`config.mk`:
```
export PLATFORM = sky130hd
export DESIGN_NAME = rst_seq_sync
export DESIGN_NICKNAME = d
export VERILOG_FILES = /design/src/rtl/rst_seq_sync.sv
export SDC_FILE = /design/constraint.sdc
export NUM_CORES = 1
export LEC_CHECK = 0
export ABC_AREA = 1
export CAP_MARGIN = 20
export CORE_MARGIN = 1.5
export CORE_UTILIZATION = 42
export DETAILED_ROUTE_END_ITERATION = 8
export DONT_BUFFER_PORTS = 1
export GPL_ROUTABILITY_DRIVEN = 1
export PLACE_DENSITY_LB_ADDON = 0.2
export RECOVER_POWER = 100
export SLEW_MARGIN = 40
export SYNTH_ARGS = -nofsm -noshare
export SYNTH_HDL_FRONTEND = slang
export SYNTH_SLANG_ARGS = --single-unit
```
`constraint.sdc`:
```
create_clock -name clk -period 2.06 [get_ports clk]
set_clock_uncertainty 0.05 [all_clocks]
set_input_delay 0.206 -clock clk [delete_from_list [all_inputs] [get_ports clk]]
set_output_delay 0.206 -clock clk [all_outputs]
set_load 0.02 [all_outputs]
```
`src/rtl/rst_seq_sync.sv`:
```
// rst_seq_sync: reset synchronizer and sequencer.
// An asynchronous active-low reset and a synchronous software request drive a
// three-state sequencer. After a minimum assertion time it releases NUM_CH
// active-low resets one at a time, starting with bit 0, with GAP edges between
// releases. Each channel can be held in reset through hold[k].
module rst_seq_sync #(
  parameter int NUM_STAGES = 2,
  parameter int NUM_CH     = 3,
  parameter int GAP        = 4,
  parameter int MIN_ASSERT = 8
) (
  input  logic              clk,
  input  logic              rst,
  input  logic              sw_rst_req,
  input  logic [NUM_CH-1:0] hold,
  output logic [NUM_CH-1:0] sync_rst,
  output logic              rst_done
);

  localparam int CNT_MAX = (MIN_ASSERT > GAP) ? MIN_ASSERT : GAP;
  localparam int CNT_W   = $clog2(CNT_MAX + 1);
  localparam int IDX_W   = $clog2(NUM_CH + 1);

  localparam logic [CNT_W-1:0] MA_LAST  = CNT_W'(MIN_ASSERT - 1);
  localparam logic [CNT_W-1:0] GAP_LAST = CNT_W'(GAP - 1);
  localparam logic [IDX_W-1:0] LAST_CH  = IDX_W'(NUM_CH - 1);

  typedef enum logic [1:0] {
    ST_ASSERT  = 2'd0,
    ST_RELEASE = 2'd1,
    ST_DONE    = 2'd2
  } state_t;

  state_t               state;
  logic [NUM_STAGES-1:0] sync_q;
  logic                 rst_s;
  logic [CNT_W-1:0]     cnt;
  logic [IDX_W-1:0]     idx;
  logic [NUM_CH-1:0]    next_therm;
  logic [NUM_CH-1:0]    due_mask;
  logic                 hold_due;

  // Synchronizer chain: ones shift in after rst rises; it clears at once when rst falls.
  always_ff @(posedge clk or negedge rst) begin
    if (!rst) begin
      sync_q <= '0;
    end else begin
      sync_q <= {sync_q[NUM_STAGES-2:0], 1'b1};
    end
  end

  assign rst_s = sync_q[NUM_STAGES-1];

  // The released channels form a thermometer code. The next channel due is the
  // lowest zero bit. Its hold input decides whether the sequence stalls.
  assign next_therm = (sync_rst << 1) | NUM_CH'(1);
  assign due_mask   = next_therm & ~sync_rst;
  assign hold_due   = |(hold & due_mask);

  // Sequencer FSM. All outputs are registered here. A software request clears
  // every output on the edge where it is sampled, and it overrides any release due on that edge.
  always_ff @(posedge clk or negedge rst) begin
    if (!rst) begin
      state    <= ST_ASSERT;
      cnt      <= '0;
      idx      <= '0;
      sync_rst <= '0;
      rst_done <= 1'b0;
    end else begin
      case (state)
        ST_ASSERT: begin
          if (sw_rst_req) begin
            cnt <= '0;
          end else if (rst_s) begin
            if (cnt == MA_LAST) begin
              if (!hold_due) begin
                sync_rst <= NUM_CH'(1);
                cnt      <= '0;
                idx      <= IDX_W'(1);
                if (NUM_CH == 1) begin
                  rst_done <= 1'b1;
                  state    <= ST_DONE;
                end else begin
                  state    <= ST_RELEASE;
                end
              end
            end else begin
              cnt <= cnt + CNT_W'(1);
            end
          end
        end

        ST_RELEASE: begin
          if (sw_rst_req) begin
            sync_rst <= '0;
            rst_done <= 1'b0;
            cnt      <= '0;
            idx      <= '0;
            state    <= ST_ASSERT;
          end else if (cnt == GAP_LAST) begin
            if (!hold_due) begin
              sync_rst <= next_therm;
              cnt      <= '0;
              idx      <= idx + IDX_W'(1);
              if (idx == LAST_CH) begin
                rst_done <= 1'b1;
                state    <= ST_DONE;
              end
            end
          end else begin
            cnt <= cnt + CNT_W'(1);
          end
        end

        ST_DONE: begin
          if (sw_rst_req) begin
            sync_rst <= '0;
            rst_done <= 1'b0;
            cnt      <= '0;
            idx      <= '0;
            state    <= ST_ASSERT;
          end
        end

        default: begin
          sync_rst <= '0;
          rst_done <= 1'b0;
          cnt      <= '0;
          idx      <= '0;
          state    <= ST_ASSERT;
        end
      endcase
    end
  end

endmodule

```
; ---- Yosys cells after proc, flatten, opt, wreduce, memory -nomap -nowiden
; Index checks and enable logic that the tools add are counted.
[op_classes]
add_sub_neg = 2
eq_ne = 14
n_mux = 37
bitwise_logic = 4
reduce_logical = 6
[op_table]
columns = operator, count
row1 = $mux 4, 7
row2 = $mux 2, 12
row3 = $mux 3, 8
row4 = $ne 3x3->1 const B, 4
row5 = $pmux 2 s3, 2
row6 = $pmux 4 s3, 1
row7 = $ne 2x2->1 const B, 5
row8 = $pmux 3 s3, 1
row9 = $reduce_and 8->1, 1
row10 = $reduce_and 7->1, 1
row11 = $and 3x3->3, 2
row12 = $mux 1, 5
row13 = $reduce_and 5->1, 1
row14 = $add 4x1->4 const B, 1
row15 = $eq 2x2->1 const B, 2
row16 = $eq 4x2->1 const B, 1
row17 = $eq 4x3->1 const B, 1
row18 = $not 3->3, 1
row19 = $pmux 1 s3, 1
row20 = $reduce_or 3->1, 1
row21 = $add 2x1->2 const B, 1
row22 = $eq 2x1->1 const B, 1
row23 = $logic_not 2->1, 1
row24 = $reduce_and 2->1, 1
row25 = $not 1->1, 1
[word_totals]
register_bits = 14
inputBits = 6
output_inout_bits = 4

; ---- Depth between registers and ports, before layout
[depth]
word_depth = 9
mapped_depth = 10
mapped_depth_nobuf = 10

; ---- Worst setup path before layout
; Ideal clock, no wire load.
[synth_timing]
path_type = reg2reg
startpoint = reg cnt[0]
endpoint = reg sync_rst[1]
t_arrival_ns = 1.320
t_required_ns = 1.892
path_slack_ns = 0.572
path_stages_with_launch = 11
n_path_buf = 0
synth_period_minus_slack_ns = 1.488
cell_sequence = dfrtp_1 -> ha_1 -> nand3_1 -> nand2_1 -> nand2_1 -> inv_1 -> nand2_1 -> nor2_8 -> inv_2 -> nand2_1 -> nand2_1
[synth_between]
elab_chain_cells = 3
[synth_rtl]
columns = item, line
row1 = from (decl), 37  ; logic [CNT_W-1:0] cnt;
row2 = from (signal assigned), 88  ; cnt <= cnt + CNT_W'(1);
row3 = from (signal assigned), 111  ; cnt <= cnt + CNT_W'(1);
row4 = $eq 4x2->1 or $eq 4x3->1 (tied branches), "100, 75"
row5 = $ne 3x3->1 (no source line) or $ne 2x2->1 (tied branches), n/a
row6 = $reduce_and 7->1 (no source line) *, n/a
row7 = to (signal assigned), 102  ; sync_rst <= next_therm;
row8 = to (decl), 16  ; output logic [NUM_CH-1:0] sync_rst,
; Every way passes the cells marked *; elsewhere a longest branch is shown, timed or not.
; A chain may end at the register's enable or synchronous reset.

; ---- Final worst setup path
; Ends and elaborated chain as after synthesis.

==> summary.md <==
| Metric | Value |
|---|---|
| Status | `finished clean` |
| Unrepaired setup endpoints after global routing | `no` |
| Total GRT Usage | `around a fifth` |
| Maximum vdd ir drop | `0.783 mV` |
| Critical Path RT | `between 2 and 2.5 ns` |
| Post-synthesis compound-gate area fraction | `8.61%` |
| Netlist Area Pre-Place | `843 sq um` |
| Hold path startpoint | `sw_rst_req` |
| I/O Pins | `10` |
| Drc violations | `0` |
| Post-CTS Setup Bufs | `0` |
| Root buf cell | `clkbuf_4` |
| EDFF count, synth | `0` |
| Max incr delay on CP | `0.41 ns` |
| Post-DR wirelength/cell | `12.1 microns` |
| H-tree level count | `1` |
| Iteration count of the initial detailed-routing pass | `4` |
| Clock-pin slew on the worst setup and hold paths | `0.10 ns` |
| # diodes | `0` |
| Total congestion overflow | `0` |
| Cells after Synth | `approximately 110` |
| Largest net degree at the start of global routing | `15` |
| Sequential fraction of the synthesis area | `41.5%` |
| Worst path most repeated cell | `nand2_1` |
| Synth unique cells | `25` |
| Max-cap viol count | `0` |
| Nets | `127` |
| Core box area | `just under 2000 sq um` |
| Crit-path slowest cell | `dfrtp_1` |
| Initial Util | `a little over two fifths` |
| Clk sink count | `14` |
| Syn nets | `approximately 120` |
| Type of origin of the critical path | `flop` |
| Die Wd | `47.8 microns` |
| Fin crit period | `1.68 ns` |
| Min-Delay Path Class | `primary input to flop` |
| Vias in the first global route | `650` |
| Cell Rows | `16` |
| Post-Layout Cell Count | `between 100 and 150` |
| Post-synthesis mux area share | `0%` |
| Lkg Pwr | `between 0.4 and 0.5 nW` |
| Synth top area share | `41.5%` |
| CTS tree | `built` |
| Fmax achieved | `a little under 0.6 GHz` |
| Vias/cell | `4.92` |
| P&R area growth vs syn | `8.90%` |
| Fraction of registers with async set/reset | `100%` |
| Initial antenna violation count | `0` |
| Clock tree buffer depth | `2` |
| CP startpoint | `cnt[0]$_DFFE_PN0P_` |
| Synth top area cells | `dfrtp_1 42%, nand2_1 15%, nand3_1 7.7%, inv_1 6.2%, nor2_1 3.6%` |
| DPL Wire Length | `roughly 1.3 mm` |
| Synthesis-stage register bit count | `14` |
| Setup CP Type | `flop to flop` |
| Die Y | `around 48 microns` |
| Count of final hold-check violations | `0` |
| Final slew viol count | `0` |
| Worst-skew pair later-pin latency | `0.29 ns` |
| Via count | `714` |
| Main synth FF type | `dfrtp_1` |
| Xor and xnor area share after synthesis | `approximately 1.0%` |
| Pwr/cell area | `1250 nW/um^2` |
| Total CTS buffers | `3` |
| Area leader, netlist | `dfrtp_1` |
| Placed Cells incl. Taps | `140` |
| Measured slew at the worst slew-check pin | `0.648 ns` |
| Fin util | `47.8%` |
| Fraction of the mapped netlist area in simple logic gates | `38.3%` |
| Avg Cell Area, Syn | `about 7.5 sq um` |
| DR iter-0 viols | `15` |
| Die area | `2290 sq um` |
| Reg2Reg Launch Point | `cnt[0]$_DFFE_PN0P_` |
| Layout cells sized above 1 | `11.0%` |
| WHS | `roughly 0.058 ns` |
| Worst endpoint data arrival time | `1.82 ns` |
| ANT nets after route | `0` |
| Final setup fails | `0` |
| First-pass GRT wire length | `2.97 mm` |
| Ys Warns | `0` |
| GPL Wtd Cong | `0.907` |
| Synth Area in Adders | `2.97%` |
| Setup TNS | `0 ns` |
| Final WL | `1.75 mm` |
| Setup crit end kind | `flop` |
| CP Cell Sequence | `ha_1 -> nand3_1 -> nand2_1 -> nand2_1 -> inv_1 -> nand2_1 -> nor2_8 -> inv_1 -> nand2_1 -> nand2_1` |
| Worst-path maximum fanout | `10` |
| Number of buffers added on ports | `0` |
| FF-to-FF path depth | `10` |
| WHS Path Cells | `3` |
| Period Utilization, post-route | `81.6%` |
| Worst slew margin | `56.6%` |
| Largest family of logic cells by synthesized area | `simple AND/OR/NAND/NOR gates` |
## sequential cells by signal (all words and copies together) (netlist names)
name and count:
state 2, rst_done 1, cnt 4, sync_rst 3, idx 2, sync_q 2
## power breakdown
part / switching, W / total, W / internal, W
combinational: 0.000311 / 0.000488 / 0.000177
clock: 0.000102 / 0.000209 / 0.000108
sequential: 0.0000972 / 0.000447 / 0.000349
total: 0.000510 / 0.00114 / 0.000633
## critical path, delay by kind of cell, from the launching register on
| kind | cells | cell delay [ns] |
|---|---|---|
| buf+inv | 2 | 0.14 |
| flops | 1 | 0.41 |
| simple gates | 7 | 0.74 |
| fa+ha+maj | 1 | 0.24 |
## final timing paths
path	end	slack (ns)
setup / recovery	sync_rst[1]$_DFFE_PN0P_	0.38
hold / removal	sync_rst[1]$_DFFE_PN0P_	0.06
setup reg to reg	sync_rst[1]$_DFFE_PN0P_	0.38
hold reg to reg	sync_q[1]$_DFF_PN0_	0.31
max in group asynchronous	sync_q[1]$_DFF_PN0_	1.22
min in group asynchronous	cnt[2]$_DFFE_PN0P_	0.32
## cell type report
class / count / area [sq um]
Clock buffer: 4 / 36.3
Fill cell: 203 / 1000
Multi-Input combinational cell: 83 / 428
Inverter: 16 / 60.1
Timing Repair Buffer: 1 / 10.0
Tap cell: 27 / 33.8
Sequential cell: 14 / 350
## kinds of logic after synthesis
family,count (synthesis)
adder cells (fa/ha/maj),2
flip-flops,14
AO/OA/AOI/OAI,12
other,1
AND/OR/NAND/NOR,67
buffers and inverters,16
XOR/XNOR,1
## Yosys cell counts, types with 2 or more instances
library cell	count
nor2_1	8
a21oi_1	2
nand3_1	13
nand3_2	2
nand2_1	34
o21ai_0	5
inv_2	2
nand2_2	2
inv_1	14
dfrtp_1	14
ha_1	2
nand4_1	2
## routing by layer
layer	vias up	global-route usage [%]	share of wire, %
met5	-	0	0
met4	0	7.57	0.86
met3	2	8.30	3.5
met2	11	30.9	49
met1	331	24.0	47
li1	370	-	-
## cells in the final DEF, fill, tap and decap left out, types with 2 or more instances in the layout
| master | instances |
|---|---|
| a21oi_1 | 2 |
| clkbuf_4 | 3 |
| dfrtp_1 | 14 |
| ha_1 | 2 |
| inv_1 | 15 |
| nand2_1 | 34 |
| nand2_2 | 2 |
| nand3_1 | 14 |
| nand4_1 | 2 |
| nor2_1 | 8 |
| o21ai_0 | 5 |
## stage by stage
step | power, W | area [sq um] | worst slack [ns]
finish | 0.00114 | 918 | 0.378
global route | 0.00126 | 918 | 0.190
CTS | 0.00116 | 923 | 0.409
detailed placement | 0.000936 | 877 | 0.421
global placement | 0.000926 | 877 | 0.456
floorplan | 0.000839 | 843 | 0.572
## repair_timing
| item | CTS | global route |
|---|---|---|
| endpoints found under the setup margin | 0 | 0 |
| hold endpoints to repair | 14 | 0 |
| gates resized for setup | 0 | 0 |
| hold buffers | 1 | 0 |
Note: power is estimated with default switching activity, not from simulation.
